## config.mk

```make
export PLATFORM = sky130hd
export DESIGN_NAME = uart_byte_tx
export DESIGN_NICKNAME = d
export VERILOG_FILES = /design/src/rtl/uart_byte_tx.sv
export SDC_FILE = /design/constraint.sdc
export NUM_CORES = 1
export LEC_CHECK = 0
export CELL_PAD_IN_SITES_DETAIL_PLACEMENT = 1
export CELL_PAD_IN_SITES_GLOBAL_PLACEMENT = 1
export CORE_UTILIZATION = 42
export CTS_BUF_LIST = sky130_fd_sc_hd__clkbuf_16
export DETAILED_ROUTE_END_ITERATION = 12
export PLACE_DENSITY = 0.84
export SETUP_SLACK_MARGIN = 0.2
export SLEW_MARGIN = 20
export SYNTH_ARGS = -nofsm -noshare
export SYNTH_HDL_FRONTEND = slang
export SYNTH_SLANG_ARGS = --single-unit
```

## constraint.sdc

```tcl
create_clock -name clk_i -period 2.76 [get_ports clk_i]
set_input_delay 0.414 -clock clk_i [delete_from_list [all_inputs] [get_ports clk_i]]
set_output_delay 0.414 -clock clk_i [all_outputs]
set_load 0.03 [all_outputs]
```

## src/rtl/uart_byte_tx.sv

```systemverilog
// uart_byte_tx: 8N1 UART transmitter, LSB first, with a one-byte holding register so the next
// byte can be handed over while the current frame shifts out (no idle gap between frames).
//
// Ports:
//   clk_i              system clock
//   rst_i              asynchronous, active-high reset
//   tx_byte_i          byte to send, sampled on the accept edge
//   tx_valid_i         producer has a byte
//   tx_ready_o         holding register empty; transfer on tx_valid_i & tx_ready_o
//   tx_o               serial line, idle high
//   is_transmitting_o  high while a start, data or stop bit is on the line
//   tx_done_o          one-cycle pulse in the last cycle of each stop bit
module uart_byte_tx #(
    parameter int unsigned CLK_DIV = 434
) (
    input  logic       clk_i,
    input  logic       rst_i,
    input  logic [7:0] tx_byte_i,
    input  logic       tx_valid_i,
    output logic       tx_ready_o,
    output logic       tx_o,
    output logic       is_transmitting_o,
    output logic       tx_done_o
);

    localparam logic [15:0] BaudLoad = 16'(CLK_DIV - 1);

    typedef enum logic [1:0] {StIdle, StStart, StData, StStop} state_e;

    state_e      state_q, state_d;
    logic [7:0]  hold_q, hold_d;
    logic        hold_full_q, hold_full_d;
    logic [7:0]  shift_q, shift_d;
    logic [15:0] baud_q, baud_d;
    logic [2:0]  bit_idx_q, bit_idx_d;
    logic        tx_q, tx_d;
    logic        busy_q, busy_d;
    logic        done_q, done_d;
    logic        baud_zero;

    assign baud_zero = (baud_q == 16'd0);

    always_comb begin
        state_d     = state_q;
        hold_d      = hold_q;
        hold_full_d = hold_full_q;
        shift_d     = shift_q;
        baud_d      = baud_q;
        bit_idx_d   = bit_idx_q;
        tx_d        = tx_q;

        if (state_q != StIdle && !baud_zero) begin
            baud_d = baud_q - 16'd1;
        end

        unique case (state_q)
            StIdle: begin
                if (hold_full_q) begin
                    shift_d     = hold_q;
                    hold_full_d = 1'b0;
                    state_d     = StStart;
                    tx_d        = 1'b0;
                    baud_d      = BaudLoad;
                end
            end
            StStart: begin
                if (baud_zero) begin
                    state_d   = StData;
                    bit_idx_d = 3'd0;
                    tx_d      = shift_q[0];
                    baud_d    = BaudLoad;
                end
            end
            StData: begin
                if (baud_zero) begin
                    baud_d = BaudLoad;
                    if (bit_idx_q == 3'd7) begin
                        state_d = StStop;
                        tx_d    = 1'b1;
                    end else begin
                        shift_d   = shift_q >> 1;
                        bit_idx_d = bit_idx_q + 3'd1;
                        tx_d      = shift_q[1];
                    end
                end
            end
            StStop: begin
                if (baud_zero) begin
                    if (hold_full_q) begin
                        // Pending byte: start bit follows the stop bit with no idle cycle.
                        shift_d     = hold_q;
                        hold_full_d = 1'b0;
                        state_d     = StStart;
                        tx_d        = 1'b0;
                        baud_d      = BaudLoad;
                    end else begin
                        state_d = StIdle;
                    end
                end
            end
            default: state_d = StIdle;
        endcase

        // Accept only into an empty holding register; the loads above only fire when it is full,
        // so the two never collide.
        if (tx_valid_i && !hold_full_q) begin
            hold_d      = tx_byte_i;
            hold_full_d = 1'b1;
        end
    end

    assign busy_d = (state_d != StIdle);
    assign done_d = (state_d == StStop) && (baud_d == 16'd0);

    always_ff @(posedge clk_i or posedge rst_i) begin
        if (rst_i) begin
            state_q     <= StIdle;
            hold_q      <= 8'd0;
            hold_full_q <= 1'b0;
            shift_q     <= 8'd0;
            baud_q      <= 16'd0;
            bit_idx_q   <= 3'd0;
            tx_q        <= 1'b1;
            busy_q      <= 1'b0;
            done_q      <= 1'b0;
        end else begin
            state_q     <= state_d;
            hold_q      <= hold_d;
            hold_full_q <= hold_full_d;
            shift_q     <= shift_d;
            baud_q      <= baud_d;
            bit_idx_q   <= bit_idx_d;
            tx_q        <= tx_d;
            busy_q      <= busy_d;
            done_q      <= done_d;
        end
    end

    assign tx_ready_o        = ~hold_full_q;
    assign tx_o              = tx_q;
    assign is_transmitting_o = busy_q;
    assign tx_done_o         = done_q;

endmodule

```

==> run_results.csv, run 1 <==
group,metric,value,unit
run_status,outcome,"finished with violations",
run_status,failed_checks,"setup timing",
worst_setup_path,cp-start-kind,"flip-flop",
cts,cts_tree,"built",
sta,layout_setup_ws,-0.0693,ns
route,firstDrtPassIters,4,
cts,cts_hold_buf,0,
cells_and_area,drive_gt1_frac,0.259,
sta,skew,0.00491,ns
cells_and_area,register_area,1030,sq um
cts,root_buffer,"clkbuf_16",
floorplan,die_h,76.9,um
cts,clk_pin_slew,0.07,ns
global_route,grt_pass1_wl,11800,um
yosys,synth.top_cells.by_count,"dfrtp_1 (40), nor2_1 (28), a21oi_1 (22)",
cts,h-tree-depth,2,
global_route,antenna_found_initial,0,
yosys,synth_edf_count,0,
floorplan,fp.coreArea,5270,sq um
cts,cts_sinks,41,
sta,hold_viol,0,
worst_setup_path,endpoint_kind,"flip-flop",
yosys,synth_top_area_share,0.425,
cells_and_area,syn2layout_area_growth,27.4,%
yosys,synth_area_leader_cell,"dfrtp_1",
power_and_ir_drop,ir_drop,320,uV
place,dp_cells,346,
power_and_ir_drop,p_leak,0.00132,uW
floorplan,dieArea,5920,sq um
cells_and_area,antenna_cells,0,
run,drv_cap,0,
floorplan,row_count,26,
cells_and_area,nets,303,
cts,clockBufferDepth,2,
cells_and_area,fill_cells,599,
place,routabilityCongestion,0.902,
yosys,ys_warn_count,0,
global_route,grt_util_all_layers,0.259,
yosys,yosysSeqAreaShare,0.436,
worst_setup_path,cp_max_fo,5,
yosys,syn_area,2360,sq um
yosys,yosys.cell_count.top_type,"dfrtp_1",
sta,slew_headroom,0.454,
sta,setup_viol,1,
floorplan,initial_utilization,0.447,
floorplan,ioPinCount,15,
cells_and_area,multi_input_area,1290,sq um
yosys,syn_nets,260,
sta,worstMarginPinSlew,0.814,ns
route,vias,2083,
route,drcViolationCount,0,
yosys,synth_cell_types,55,
yosys,synthArstFlopShare,1.00,
sta,fmax,0.353,GHz
worst_setup_path,crit_type,"reg2reg",
yosys,syn_inst,242,
place,dpl.hpwl,4590,um
yosys,ys_top_cells_by_area,"dfrtp_1 (42%), a21oi_1 (4.7%), nor2_1 (4.5%)",
global_route,grt_max_degree,23,
route,wl_per_cell,19.0,um
yosys,synth_ff_type,"dfrtp_1",
route,drt_iter0_drc,188,
cells_and_area,final_util,0.570,
sta,final_max_slew_viol_count,0,
yosys,synth-seq-cells,41,
place,io_buffers,14,
power_and_ir_drop,pwr_density_cell,480,nW/um^2
global_route,grt_pass1_vias,2319,
global_route,grt_overflow_total,0,
route,ant_nets,0,
cts,clock_latency,0.29,ns
worst_setup_path,cp.arrival,3.03,ns
floorplan,fp.dieW,76.9,um
sta,rsz0062_at_grt,"yes",
cells_and_area,fin_cells,356,
cts,cts_made_buffers,5,
sta,fin_crit,2.83,ns
route,wl,6760,um
sta,period_share,1.03,
yosys,postSynthAreaPerCell,9.74,sq um
route,vias_per_cell,5.85,
worst_setup_path,cp_data_required_time,2.96,ns
min_path,hold_path_class,"in2async",
-- cell type report --
| cell class | count | area share |
|---|---|---|
| repair buffers | 47 | 0.130 |
| multi-input cells | 175 | 0.429 |
| inverters | 15 | 0.0187 |
| clock buffers | 5 | 0.0416 |
| flip-flops and latches | 41 | 0.342 |
| clock inverters | 3 | 0.00958 |
| well taps | 70 | 0.0292 |
-- layout by cell type, fill, tap and decap left out, types with 4 or more instances in the layout --
cell and n:
ha_1 5, buf_4 32, mux2_2 9, mux2i_1 8
nor2_1 27, clkbuf_16 5, dfrtp_1 40, a21oi_1 22
xor2_1 4, nand3_1 4, clkdlybuf4s50_1 14, o21ai_0 6
a22o_1 5, nor3_1 11, nand2_1 12, inv_1 12
-- layer usage --
metal,vias up,track usage,share of wire
li1,965,-,-
met1,1041,0.331,0.45
met2,61,0.434,0.49
met3,16,0.0488,0.041
met4,0,0.0923,0.021
met5,-,0,0
-- where the power goes --
| group | internal (uW) | switching [uW] |
|---|---|---|
| combinational | 69.5 | 51.3 |
| clock | 349 | 285 |
| sequential | 654 | 32.7 |
-- critical path, stage by stage (launching register included) --
cell	delay (ns)
dfrtp_1	0.40
inv_2	0.09
ha_4	0.16
nor3b_4	0.31
buf_6	0.15
nand2_1	0.08
o31ai_2	0.22
a21oi_1	0.12
or4_1	0.49
or4_4	0.56
nor4_4	0.14
-- path summary, 6_finish.rpt --
path / end / slack [ns] / depth (start not counted) / from
worst max-delay path: tx_done_o / -0.07 / 10 / baud_q[1]
worst min-delay path: baud_q[1] / 0.48 / 2 / rst_i
worst max register to register: tx_done_o / -0.07 / 10 / baud_q[1]
worst min register to register: hold_q[3] / 0.51 / 1 / hold_q[3]
max in group asynchronous: tx_o / 1.63 / 3 / rst_i
min in group clk_i: hold_q[3] / 0.51 / 1 / hold_q[3]
-- logic make-up after synthesis --
logic type,Yosys count,share of synthesized area
buf+inv,26,0.0488
fa+ha+maj,7,0.0372
mux,17,0.0770
compound gates,58,0.166
xor+xnor,7,0.0260
simple gates,86,0.209
flops,41,0.436
-- stage by stage --
| stage | hold WS (ns) | area [sq um] | worst slack, ns | power (uW) | setup TNS (ns) |
|---|---|---|---|---|---|
| floorplan | 0.480 | 2390 | 0.129 | 769 | 0 |
| global placement | 0.493 | 2790 | 0.110 | 805 | 0 |
| detailed placement | 0.502 | 2790 | -0.0515 | 818 | -0.0515 |
| CTS | 0.509 | 2990 | -0.0284 | 1450 | -0.0284 |
| global route | 0.533 | 3000 | -0.164 | 1490 | -0.164 |
| finish | 0.483 | 3000 | -0.0693 | 1440 | -0.0693 |
-- flip-flops by register name (all words and copies together), names as in the netlist --
name,count
baud_q,16
bit_idx_q,3
hold_full_q,1
hold_q,8
is_transmitting_o,1
shift_q,8
state_q,2
tx_done_o,1
tx_o,1
-- what timing repair did --
| action | CTS | global route |
|---|---|---|
| buffers inserted | 2 | 0 |
| gates cloned | 0 | 0 |
| setup endpoints to repair | 1 | 5 |
| pin swaps | 1 | 0 |
| resized for setup | 8 | 2 |
No activity file was read; power rests on OpenSTA's default activity.
==> inputs of run 2 (changes only) <==
- RECOVER_POWER: not set -> 100
- REMOVE_ABC_BUFFERS: not set -> 1
==> run_results.csv, run 2 (synthesis gave the netlist of run 1 again) <==
group,metric,value,unit
run_status,outcome,"finished with violations",
run_status,failed_checks,"setup timing",
place,routabilityCongestion,0.970,
power_and_ir_drop,pwr_density_cell,503,nW/um^2
sta,fin_setup_tns,-0.0415,ns
power_and_ir_drop,p_leak,0.00135,uW
sta,fin_crit,2.80,ns
cells_and_area,antenna_cells,0,
cells_and_area,drive_gt1_frac,0.306,
floorplan,row_count,26,
global_route,grt_pass1_wl,12600,um
cts,cts_sinks,41,
sta,skew,0.00823,ns
place,io_buffers,14,
global_route,grt_overflow_total,0,
route,ant_nets,0,
floorplan,ioPinCount,15,
cells_and_area,fill_cells,574,
cells_and_area,largestRegisters,"baud_q (16), hold_q (8), shift_q (8)",
route,wl,8690,um
place,dpl.hpwl,4510,um
cells_and_area,final_cell_mix,"dfrtp_1 (37), buf_4 (30), nor2_1 (24)",
worst_setup_path,crit_type,"reg2reg",
sta,slew_headroom,0.283,
cts,cts_tree,"built",
worst_setup_path,cp.arrival,2.98,ns
cells_and_area,largest-register,"baud_q",
sta,period_share,1.02,
cells_and_area,largest_reg_flops,16,
sta,rsz0062_at_grt,"yes",
global_route,antenna_found_initial,0,
route,drt_iter0_drc,247,
min_path,hold_path_class,"reg2reg",
sta,setup_viol,1,
sta,hold_ws,0.512,ns
sta,final_max_slew_viol_count,0,
floorplan,fp.dieW,76.9,um
power_and_ir_drop,ir_drop,438,uV
worst_setup_path,cp_data_required_time,2.94,ns
floorplan,fp.coreArea,5270,sq um
route,drcViolationCount,0,
cts,clockBufferDepth,2,
route,vias,2301,
place,dp_cells,339,
route,vias_per_cell,6.43,
worst_setup_path,cp-start-kind,"flip-flop",
route,firstDrtPassIters,5,
floorplan,die_h,76.9,um
cts,h-tree-depth,2,
cts,cts_hold_buf,0,
cells_and_area,nets,305,
global_route,grt_max_degree,42,
sta,layout_setup_ws,-0.0415,ns
worst_setup_path,endpoint_kind,"flip-flop",
floorplan,dieArea,5920,sq um
run,drv_cap,0,
cells_and_area,register_area,1030,sq um
cells_and_area,syn2layout_area_growth,33.4,%
cts,clk_pin_slew,0.06,ns
floorplan,initial_utilization,0.447,
sta,worstMarginPinSlew,1.07,ns
cts,clock_latency,0.29,ns
cts,cts_made_buffers,5,
sta,fmax,0.357,GHz
cells_and_area,fin_cells,358,
sta,hold_viol,0,
cells_and_area,multi_input_area,1360,sq um
global_route,grt_util_all_layers,0.280,
route,wl_per_cell,24.3,um
cts,root_buffer,"clkbuf_16",
worst_setup_path,cp_max_fo,5,
global_route,grt_pass1_vias,2335,
cells_and_area,final_common_cell,"dfrtp_1",
==> run 2: final cells by class <==
type | instances | share of cell area
sequential | 41 | 0.328
clock buffer | 5 | 0.0398
clock inverter | 3 | 0.0207
timing repair buffer | 49 | 0.132
multi-input combinational | 175 | 0.434
inverter | 15 | 0.0179
tap | 70 | 0.0278
==> run 2: repair_timing <==
action                     in CTS  in global routing
pin swaps                       8                  2
setup endpoints to repair       1                  9
setup buffers                   6                  5
resized for setup              16                 19
cloned                          0                  0
==> run 2: worst paths after layout <==
kind | from | slack [ns] | cells past startpoint | to
max | baud_q[11] | -0.04 | 9 | tx_done_o
min | hold_q[4] | 0.51 | 1 | hold_q[4]
max reg2reg | baud_q[11] | -0.04 | 9 | tx_done_o
min reg2reg | hold_q[4] | 0.51 | 1 | hold_q[4]
max in group asynchronous | rst_i | 1.12 | 3 | baud_q[3]
min in group asynchronous | rst_i | 0.91 | 3 | baud_q[15]
==> run 2: per-layer routing <==
| layer | part of all wire | GRT usage | up-vias |
|---|---|---|---|
| met1 | 0.40 | 0.347 | 1156 |
| met3 | 0.055 | 0.0560 | 49 |
| li1 | - | - | 965 |
| met5 | 0 | 0 | - |
| met4 | 0.070 | 0.154 | 0 |
| met2 | 0.47 | 0.456 | 131 |
==> run 2: power by group <==
part | switching, uW | internal [uW] | leakage (uW)
logic | 52.1 | 66.9 | 0.000752
clock network | 259 | 517 | 0.0000938
registers | 32.7 | 654 | 0.000509
total | 344 | 1240 | 0.00135
==> run 2: critical path, cell delays in order (launching register included) <==
cell and delay [ns]:
dfrtp_1 0.43, nor4_4 0.27, buf_4 0.18, buf_4 0.12, nand3_1 0.11, o31ai_1 0.33, a21oi_2 0.12, or4_4 0.50
or4_4 0.44, nor4_4 0.20
==> run 2: per-stage QoR <==
step	setup WS (ns)	cell area, sq um	power (uW)	utilization
final	-0.0415	3150	1580	0.597
after global routing	-0.189	3150	1630	0.597
after CTS	0.0725	3020	1580	0.572
after detailed placement	-0.101	2710	817	0.514
after global placement	0.0725	2710	804	0.514
after floorplan	-0.0949	2300	768	-
==> inputs of run 3 (changes only) <==
- PLACE_DENSITY: 0.84 -> not set
- PLACE_DENSITY_LB_ADDON: not set -> 0.1
==> run_results.csv, run 3 (synthesis gave the netlist of run 1 again) <==
group,metric,value,unit
run_status,outcome,"finished, final reports clean",
global_route,grt_pass1_wl,10400,um
cells_and_area,fill_cells,598,
sta,hold_viol,0,
cts,cts_tree,"built",
sta,slew_headroom,0.303,
worst_setup_path,cp_max_fo,4,
worst_setup_path,cp_top_family,"simple AND/OR/NAND/NOR gates",
route,firstDrtPassIters,4,
place,dpl.hpwl,4370,um
worst_setup_path,cp.buffers_inverters,1,
cts,cts_hold_buf,0,
route,wl,6290,um
cts,root_buffer,"clkbuf_16",
sta,period_share,0.947,
worst_setup_path,cpPeakStageDelay,0.55,ns
sta,layout_setup_ws,0.147,ns
sta,final_max_slew_viol_count,0,
floorplan,initial_utilization,0.447,
cells_and_area,final_cell_mix,"dfrtp_1 (39), buf_4 (29), nor2_1 (25)",
cells_and_area,largestRegisters,"baud_q (16), hold_q (8), shift_q (8)",
power_and_ir_drop,p_leak,0.00131,uW
run,drv_cap,0,
cts,clockBufferDepth,2,
global_route,grt_pass1_vias,2021,
sta,fmax,0.383,GHz
global_route,grt_overflow_total,0,
power_and_ir_drop,ir_drop,353,uV
sta,rsz0062_at_grt,"yes",
floorplan,die_h,76.9,um
floorplan,fp.coreArea,5270,sq um
global_route,grt_max_degree,42,
floorplan,dieArea,5920,sq um
min_path,hold_path_class,"reg2reg",
floorplan,row_count,26,
worst_setup_path,cp_cell_sequence,"inv_2, ha_4, nor3b_4, nand4_1, nand2_2, mux2i_1, or4_4, or4_4, nor4_4",
worst_setup_path,critPathSlowestCell,"or4_4",
global_route,antenna_found_initial,0,
global_route,grt_util_all_layers,0.227,
route,drcViolationCount,0,
cells_and_area,largest_reg_flops,16,
worst_setup_path,crit_type,"reg2reg",
floorplan,ioPinCount,15,
cells_and_area,antenna_cells,0,
sta,fin_crit,2.61,ns
cells_and_area,final_common_cell,"dfrtp_1",
sta,skew,0.00639,ns
worst_setup_path,cpMostUsedCell,"or4_4",
cts,cts_sinks,41,
cts,h-tree-depth,2,
place,routabilityCongestion,0.805,
route,ant_nets,0,
place,place_ws,0.0480,ns
sta,fin_setup_tns,0,ns
worst_setup_path,endpoint_kind,"flip-flop",
worst_setup_path,cp.arrival,2.81,ns
sta,hold_ws,0.504,ns
cells_and_area,drive_gt1_frac,0.278,
route,vias,1979,
floorplan,fp.dieW,76.9,um
worst_setup_path,cp-start-kind,"flip-flop",
cts,cts_made_buffers,5,
sta,setup_viol,0,
worst_setup_path,cp_data_required_time,2.95,ns
cells_and_area,largest-register,"baud_q",
route,vias_per_cell,5.59,
sta,worstMarginPinSlew,1.05,ns
cts,clk_pin_slew,0.07,ns
route,wl_per_cell,17.8,um
cts,clock_latency,0.28,ns
power_and_ir_drop,pwr_density_cell,491,nW/um^2
route,drt_iter0_drc,114,
cells_and_area,nets,301,
cells_and_area,syn2layout_area_growth,27.5,%
place,io_buffers,14,
[run 3: path summary, 6_finish.rpt]
| check | start | to | slack [ns] | cells after the start |
|---|---|---|---|---|
| worst max register to register | baud_q[1] | tx_done_o | 0.15 | 9 |
| worst min-delay path | hold_q[4] | hold_q[4] | 0.50 | 1 |
| max in group asynchronous | rst_i | baud_q[4] | 1.16 | 3 |
| worst min register to register | hold_q[4] | hold_q[4] | 0.50 | 1 |
| worst max-delay path | baud_q[1] | tx_done_o | 0.15 | 9 |
| min in group asynchronous | rst_i | baud_q[7] | 0.90 | 3 |
[run 3: layout make-up]
class | count | area, sq um | area share
tap | 70 | 87.6 | 0.0291
clock inverter | 3 | 46.3 | 0.0154
inverter | 15 | 56.3 | 0.0187
timing repair buffer | 45 | 367 | 0.122
multi-input combinational | 175 | 1300 | 0.431
sequential | 41 | 1030 | 0.342
clock buffer | 5 | 125 | 0.0416
[run 3: through the flow]
stage	power, uW	instance area [sq um]	cells	util
after detailed placement	813	2710	339	0.514
after global placement	805	2710	339	0.514
after CTS	1490	2990	352	0.566
final	1480	3010	354	0.571
after global routing	1540	3010	354	0.571
after floorplan	768	2300	231	-
[run 3: worst reg2reg max path, stage by stage (launching register included)]
cell     delay [ns]
dfrtp_1        0.41
inv_2          0.09
ha_4           0.14
nor3b_4        0.26
nand4_1        0.23
nand2_2        0.15
mux2i_1        0.11
or4_4          0.55
or4_4          0.44
nor4_4         0.13
[run 3: layer usage]
layer / share of wire / track usage / wire length, um
met2: 0.47 / 0.354 / 2960
met4: 0.010 / 0.0731 / 65
met5: 0 / 0 / 0
met3: 0.025 / 0.0345 / 155
met1: 0.49 / 0.320 / 3110
[run 3: power by group]
| group | switching (uW) | internal (uW) |
|---|---|---|
| logic | 48.1 | 66.8 |
| clock network | 250 | 428 |
| registers | 28.5 | 654 |
[run 3: timing repair]
action                                  in CTS  in global routing
endpoints found under the hold margin        0                  0
cloned                                       0                  0
resized for setup                           19                  5
setup buffers                                5                  2
pin swaps                                    9                  3
endpoints found under the setup margin       1                  1
